==> src/rtl/num_matrix_loader_pkg.sv <==
// Shared definitions for the matrix loader: FSM states, error codes and the
// default dimension limit.
package num_matrix_loader_pkg;

  localparam int MAX_DIM_DEFAULT = 5;

  typedef enum logic [2:0] {
    IDLE,
    RD_ROWS,
    RD_COLS,
    CHECK,
    LOAD,
    FINISH,
    ERR
  } state_t;

  typedef enum logic [1:0] {
    ERR_NONE           = 2'b00,
    ERR_SHORT          = 2'b01,
    ERR_BAD_DIM        = 2'b10,
    ERR_COUNT_MISMATCH = 2'b11
  } err_code_t;

  // Element count from the 3-bit dimensions; only meaningful once both are in range.
  function automatic logic [5:0] elem_count(input logic [2:0] rows, input logic [2:0] cols);
    return {3'b000, rows} * {3'b000, cols};
  endfunction

endpackage

==> src/rtl/num_matrix_loader_if.sv <==
// Number-RAM read port plus matrix-store write port of the loader.
interface num_matrix_loader_if #(
  parameter int ADDR_WIDTH = 11,
  parameter int DATA_WIDTH = 32
);

  logic [ADDR_WIDTH-1:0] rd_addr;
  logic [DATA_WIDTH-1:0] rd_data;
  logic                  mat_wr_en;
  logic [4:0]            mat_wr_addr;
  logic [DATA_WIDTH-1:0] mat_wr_data;

  modport master (
    output rd_addr,
    output mat_wr_en,
    output mat_wr_addr,
    output mat_wr_data,
    input  rd_data
  );

  modport slave (
    input  rd_addr,
    input  mat_wr_en,
    input  mat_wr_addr,
    input  mat_wr_data,
    output rd_data
  );

endinterface

==> src/rtl/num_matrix_loader.sv <==
// Reads a rows/cols header and row-major elements from the number RAM,
// validates the header, then streams the elements into the matrix store.
module num_matrix_loader
  import num_matrix_loader_pkg::*;
#(
  parameter int ADDR_WIDTH = 11,
  parameter int DATA_WIDTH = 32,
  parameter int MAX_DIM    = MAX_DIM_DEFAULT
) (
  input  logic                 clk,
  input  logic                 rst_n,
  input  logic                 start,
  input  logic [10:0]          num_count,
  num_matrix_loader_if.master  bus,
  output logic [2:0]           mat_rows,
  output logic [2:0]           mat_cols,
  output logic                 busy,
  output logic                 done,
  output logic                 error,
  output err_code_t            err_code
);

  localparam logic signed [DATA_WIDTH-1:0] DIM_MIN = DATA_WIDTH'(1);
  localparam logic signed [DATA_WIDTH-1:0] DIM_MAX = DATA_WIDTH'(MAX_DIM);

  state_t                       state, next_state;
  logic signed [DATA_WIDTH-1:0] rows_raw, cols_raw;
  logic [4:0]                   wr_idx;
  logic [ADDR_WIDTH-1:0]        last_addr, rd_addr_nxt;
  logic                         short_req, dim_bad, count_bad;
  logic                         busy_nxt, done_nxt, error_nxt;
  err_code_t                    err_code_nxt;

  // Header words are judged as full signed values before any truncation.
  assign short_req = num_count < 11'd2;
  assign dim_bad   = (rows_raw < DIM_MIN) || (rows_raw > DIM_MAX) ||
                     (cols_raw < DIM_MIN) || (cols_raw > DIM_MAX);
  assign count_bad = num_count != (11'(elem_count(rows_raw[2:0], cols_raw[2:0])) + 11'd2);
  assign last_addr = ADDR_WIDTH'(elem_count(mat_rows, mat_cols)) + ADDR_WIDTH'(1);

  always_ff @(posedge clk) begin
    if (!rst_n) state <= IDLE;
    else        state <= next_state;
  end

  always_comb begin
    next_state = state;
    case (state)
      IDLE:    if (start) next_state = short_req ? ERR : RD_ROWS;
      RD_ROWS: next_state = RD_COLS;
      RD_COLS: next_state = CHECK;
      CHECK:   next_state = (dim_bad || count_bad) ? ERR : LOAD;
      LOAD:    if (bus.rd_addr == last_addr) next_state = FINISH;
      FINISH:  next_state = IDLE;
      ERR:     next_state = IDLE;
      default: next_state = IDLE;
    endcase
  end

  always_comb begin
    rd_addr_nxt  = bus.rd_addr;
    busy_nxt     = busy;
    done_nxt     = done;
    error_nxt    = error;
    err_code_nxt = err_code;
    case (state)
      IDLE: begin
        if (start) begin
          rd_addr_nxt = '0;
          done_nxt    = 1'b0;
          if (short_req) begin
            busy_nxt     = 1'b0;
            error_nxt    = 1'b1;
            err_code_nxt = ERR_SHORT;
          end else begin
            busy_nxt     = 1'b1;
            error_nxt    = 1'b0;
            err_code_nxt = ERR_NONE;
          end
        end
      end
      RD_ROWS: rd_addr_nxt = ADDR_WIDTH'(1);
      CHECK: begin
        if (dim_bad || count_bad) begin
          busy_nxt     = 1'b0;
          error_nxt    = 1'b1;
          err_code_nxt = dim_bad ? ERR_BAD_DIM : ERR_COUNT_MISMATCH;
        end else begin
          rd_addr_nxt = ADDR_WIDTH'(2);
        end
      end
      LOAD: if (bus.rd_addr != last_addr) rd_addr_nxt = bus.rd_addr + ADDR_WIDTH'(1);
      FINISH: begin
        busy_nxt = 1'b0;
        done_nxt = 1'b1;
      end
      default: ;
    endcase
  end

  // Each LOAD cycle's read word becomes exactly one write on the next cycle.
  always_ff @(posedge clk) begin
    if (!rst_n) begin
      bus.rd_addr     <= '0;
      bus.mat_wr_en   <= 1'b0;
      bus.mat_wr_addr <= '0;
      bus.mat_wr_data <= '0;
      mat_rows        <= '0;
      mat_cols        <= '0;
      busy            <= 1'b0;
      done            <= 1'b0;
      error           <= 1'b0;
      err_code        <= ERR_NONE;
      rows_raw        <= '0;
      cols_raw        <= '0;
      wr_idx          <= '0;
    end else begin
      bus.rd_addr   <= rd_addr_nxt;
      busy          <= busy_nxt;
      done          <= done_nxt;
      error         <= error_nxt;
      err_code      <= err_code_nxt;
      bus.mat_wr_en <= (state == LOAD);
      if (state == RD_ROWS) rows_raw <= bus.rd_data;
      if (state == RD_COLS) cols_raw <= bus.rd_data;
      if (state == CHECK && next_state == LOAD) begin
        mat_rows <= rows_raw[2:0];
        mat_cols <= cols_raw[2:0];
        wr_idx   <= '0;
      end
      if (state == LOAD) begin
        bus.mat_wr_addr <= wr_idx;
        bus.mat_wr_data <= bus.rd_data;
        wr_idx          <= wr_idx + 5'd1;
      end
    end
  end

endmodule

==> src/flat_wrapper.sv <==
// flat-port wrapper written by rule: the top's interface ports become plain ports
module num_matrix_loader_flat import num_matrix_loader_pkg::*;
#(
  parameter int ADDR_WIDTH = 11,
  parameter int DATA_WIDTH = 32,
  parameter int MAX_DIM    = MAX_DIM_DEFAULT
)
  (clk, rst_n, start, num_count, mat_rows, mat_cols, busy, done, error, err_code, bus_rd_addr, bus_mat_wr_en, bus_mat_wr_addr, bus_mat_wr_data, bus_rd_data);
  num_matrix_loader_if #(.ADDR_WIDTH(ADDR_WIDTH), .DATA_WIDTH(DATA_WIDTH)) bus_i ();
  input  logic clk;
  input  logic rst_n;
  input  logic start;
  input  logic [10:0] num_count;
  output logic [2:0] mat_rows;
  output logic [2:0] mat_cols;
  output logic busy;
  output logic done;
  output logic error;
  output err_code_t err_code;
  output wire logic [$bits(bus_i.rd_addr)-1:0] bus_rd_addr;
  output wire logic [$bits(bus_i.mat_wr_en)-1:0] bus_mat_wr_en;
  output wire logic [$bits(bus_i.mat_wr_addr)-1:0] bus_mat_wr_addr;
  output wire logic [$bits(bus_i.mat_wr_data)-1:0] bus_mat_wr_data;
  input wire logic [$bits(bus_i.rd_data)-1:0] bus_rd_data;
  assign bus_rd_addr = bus_i.rd_addr;
  assign bus_mat_wr_en = bus_i.mat_wr_en;
  assign bus_mat_wr_addr = bus_i.mat_wr_addr;
  assign bus_mat_wr_data = bus_i.mat_wr_data;
  assign bus_i.rd_data = bus_rd_data;
  num_matrix_loader #(.ADDR_WIDTH(ADDR_WIDTH), .DATA_WIDTH(DATA_WIDTH), .MAX_DIM(MAX_DIM)) u_core (.clk(clk), .rst_n(rst_n), .start(start), .num_count(num_count), .bus(bus_i), .mat_rows(mat_rows), .mat_cols(mat_cols), .busy(busy), .done(done), .error(error), .err_code(err_code));
endmodule
==> config.mk <==
export PLATFORM = sky130hd
export DESIGN_NAME = num_matrix_loader_flat
export DESIGN_NICKNAME = d
export VERILOG_FILES = /design/src/rtl/num_matrix_loader_pkg.sv /design/src/rtl/num_matrix_loader_if.sv /design/src/rtl/num_matrix_loader.sv /design/src/flat_wrapper.sv
export SDC_FILE = /design/constraint.sdc
export NUM_CORES = 1
export LEC_CHECK = 0
export ABC_AREA = 1
export BUFFER_PORTS_ARGS = -buffer_cell sky130_fd_sc_hd__clkbuf_2
export CORE_MARGIN = 5
export CORE_UTILIZATION = 56
export DETAILED_ROUTE_END_ITERATION = 10
export PLACE_DENSITY = 0.83
export SLEW_MARGIN = 20
export SYNTH_ARGS = -nofsm -noshare
export SYNTH_HDL_FRONTEND = slang
export SYNTH_SLANG_ARGS = --single-unit
==> constraint.sdc <==
create_clock -name clk -period 3.6 [get_ports clk]
set_clock_uncertainty 0.1 [all_clocks]
set_input_delay 0.54 -clock clk [delete_from_list [all_inputs] [get_ports clk]]
set_output_delay 0.54 -clock clk [all_outputs]
set_load 0.01 [all_outputs]
==> results.ini <==
[sta]
final_hold_viol_count = 0
rsz0062_at_grt = no
finalSetupViolations = 0
tns_ns = 0
post-route-period-util_pct = 83.68
fin_crit_ns = 3.012
slew_violations = 0
fmax_ghz = 0.3320
max_slew_margin_pct = 40.69
worst_pin_slew_ns = 0.8896

[yosys]
synth_area_leader_cell = dfxtp_1
synth_cell_types = 39
ys_top_cells_by_area = dfxtp_1 (42%), nor2_1 (14%), o21ai_0 (9.3%)
synth.most_common_cell = nor2_1
synth_cells = 896
syn_area_per_cell_um2 = 6.944
synthArstFlopShare_pct = 0
synth_edf_count = 0
ys_ff_latch = 132
ys_seq_area_share_pct = 42.47
yosys_warnings = 0
syn_area_mm2 = 0.006222
synth_top_flop_cell = dfxtp_1
syn-num-nets = 959
synth_top_area_share_pct = 42.47
netlist_top_cells_count = nor2_1 (232), dfxtp_1 (132), o21ai_0 (116)

[placed_design]
dp_hpwl_mm = 10.50
place_congestion = 0.8596
io_buffers = 105

[routing]
firstDrtPassIters = 5
drt-initial-drc-count = 471
drc = 0
dr_total_vias = 6001
routed_wl_mm = 15.33
final_antenna_net_count = 0
wl_per_cell_um = 13.46
vias_per_cell = 5.269

[worst_setup_path]
critPathKind = reg2reg
cp_common_cell = nand2_1
end_kind = register
cp.arrival_ns = 3.27
path_max_fanout = 20
crit_chain = nand2_1, fa_1, inv_1, ha_1, xnor2_1, nand2_1, nand2_1, nand3_1, nor2_2, nand3_2, nand3_1, inv_1, nand2_1, a21oi_1
ff2ff_path_depth = 14
start_kind = register
required_ns = 3.86
crit_slowest_cell = fa_1
crit_path_max_incr_delay_ns = 0.52

[cts]
cts-root-buf = clkbuf_8
cts_hold_buf = 0
cts_htree_levels = 4
cts_resized = 0
clkTransAtPathRegs_ns = 0.06
clk_path_buf_depth = 2
insertion_delay_ns = 0.52
cts.sinks = 132
cts_tree = built
numCtsBuffers = 17
cts_setup_buffers = 0

[grt]
first_global_vias = 5577
use_met2_pct = 38.39
grt_pass1_wl_mm = 25.63
grt_busiest_layer = met2
use_met1_pct = 30.56
antenna_found_initial = 0
grt_overflow = 0
grt_max_degree = 111
track_usage_pct = 23.56
grt_use_met3_pct = 5.013

[outcome]
status = complete, no violations

[floorplan]
core_mm2 = 0.01089
io_pins = 106
fp.dieW_um = 115.4
chipHeight_um = 115.4
dieArea_mm2 = 0.01332
rows = 38
initial_core_util_pct = 57.15

[layout]
syn_to_final_growth_pct = 19.77
drive_gt1_share_pct = 17.02
insertedDiodeCount = 0
fin_util_pct = 68.44
fin_nets = 1049

[power_and_ir_drop]
seqPwrFrac_pct = 39.1
clock_power_share_pct = 42.3
switching_share_pct = 29.27
combPwrFrac_pct = 18.6
p_leak_uw = 0.003432
p_int_uw = 3118
peakVddDrop_mv = 0.3258
switchingPower_uw = 1291
power_density_mw_per_mm2 = 591.6

[job]
cap_violations = 0

[worst_hold_path]
hold_path_depth = 3
hold_path_class = in2reg

-- power by group through the flow --
stage	registers [uW]	clock network (uW)	logic [uW]
finish	1720	1870	820
global route	1740	1960	942
CTS	1720	1890	820
detailed placement	1750	0	803
global placement	1740	0	786
floorplan	1730	0	600
-- stage by stage --
stage	cells	area [um2]	hold slack, ns	power [uW]	worst slack [ns]
detailed placement	1107	6800	0.3382	2551	0.6071
finish	1139	7452	0.1726	4409	0.5876
global route	1139	7452	0.1840	4644	0.3266
floorplan	896	6222	0.3236	2329	0.8682
global placement	1107	6800	0.3346	2528	0.7108
CTS	1139	7452	0.1664	4431	0.5873
-- layer usage --
metal,routed length [um],share of wire (%)
met1,6814,44
met3,973,6.3
met5,0,0
met2,7173,47
met4,368,2.4
-- path summary, 6_finish.rpt --
kind,start,end,slack [ns]
worst min-delay path,bus_rd_data[10],u_core.cols_raw[10]$_SDFFE_PN0N_,0.17
worst max register to register,u_core.cols_raw[1]$_SDFFE_PN0N_,u_core.err_code[0]$_SDFFE_PN0P_,0.59
worst max-delay path,u_core.cols_raw[1]$_SDFFE_PN0N_,u_core.err_code[0]$_SDFFE_PN0P_,0.59
worst min register to register,u_core.rows_raw[9]$_SDFFE_PN0P_,u_core.rows_raw[9]$_SDFFE_PN0P_,0.34
-- sequential cells by signal (all words and copies together) (netlist names), 2 cells and up --
register / count
u_core.bus.mat_wr_data: 32
u_core.cols_raw: 32
u_core.rows_raw: 32
u_core.bus.rd_addr: 11
u_core.bus.mat_wr_addr: 5
u_core.wr_idx: 5
u_core.mat_cols: 3
u_core.mat_rows: 3
u_core.state: 3
u_core.err_code: 2
-- worst max-delay path, delay by kind of cell, from the launching register on --
family | cells | cell delay (ns)
AND/OR/NAND/NOR | 8 | 1.16
adder cells (fa/ha/maj) | 2 | 0.82
flip-flops | 1 | 0.44
XOR/XNOR | 1 | 0.18
buffers and inverters | 2 | 0.12
AO/OA/AOI/OAI | 1 | 0.05
-- placed cells by master (no fill, tap or decap), types with 2 or more instances in the layout --
master,n
nor2_1,232
dfxtp_1,132
o21ai_0,116
clkbuf_2,105
nand2_1,104
inv_1,90
a21oi_1,57
nand3_1,44
clkbuf_16,16
ha_1,14
nand4_1,8
buf_4,8
nor3_1,7
nand2_2,6
clkbuf_8,6
xnor2_1,5
xor2_1,5
a21oi_2,5
bufinv_16,4
nand3_2,3
fa_1,3
clkinvlp_4,3
nor3_2,2
nor3b_1,2
o21ai_2,2
nor2_4,2
nor2_2,2
nand2_4,2
clkinv_4,2
-- logic make-up (layout without fill, tap and decap cells) --
kind of cell / count (synthesis) / count (layout) / share of synthesized area [%]
AND/OR/NAND/NOR: 418 / 418 / 28.25
AO/OA/AOI/OAI: 186 / 186 / 15.58
buffers and inverters: 133 / 236 / 8.506
flip-flops: 132 / 132 / 42.47
adder cells (fa/ha/maj): 17 / 17 / 3.780
XOR/XNOR: 10 / 10 / 1.408
-- final cells by class --
cell class,instances,area [um2]
clock buffers,22,483.0
clock inverters,10,168.9
fillers,942,3436
inverters,91,341.6
multi-input cells,631,3055
flip-flops and latches,132,2643
well taps,140,175.2
repair buffers,113,585.6
Power figures use the tool's default switching activity.
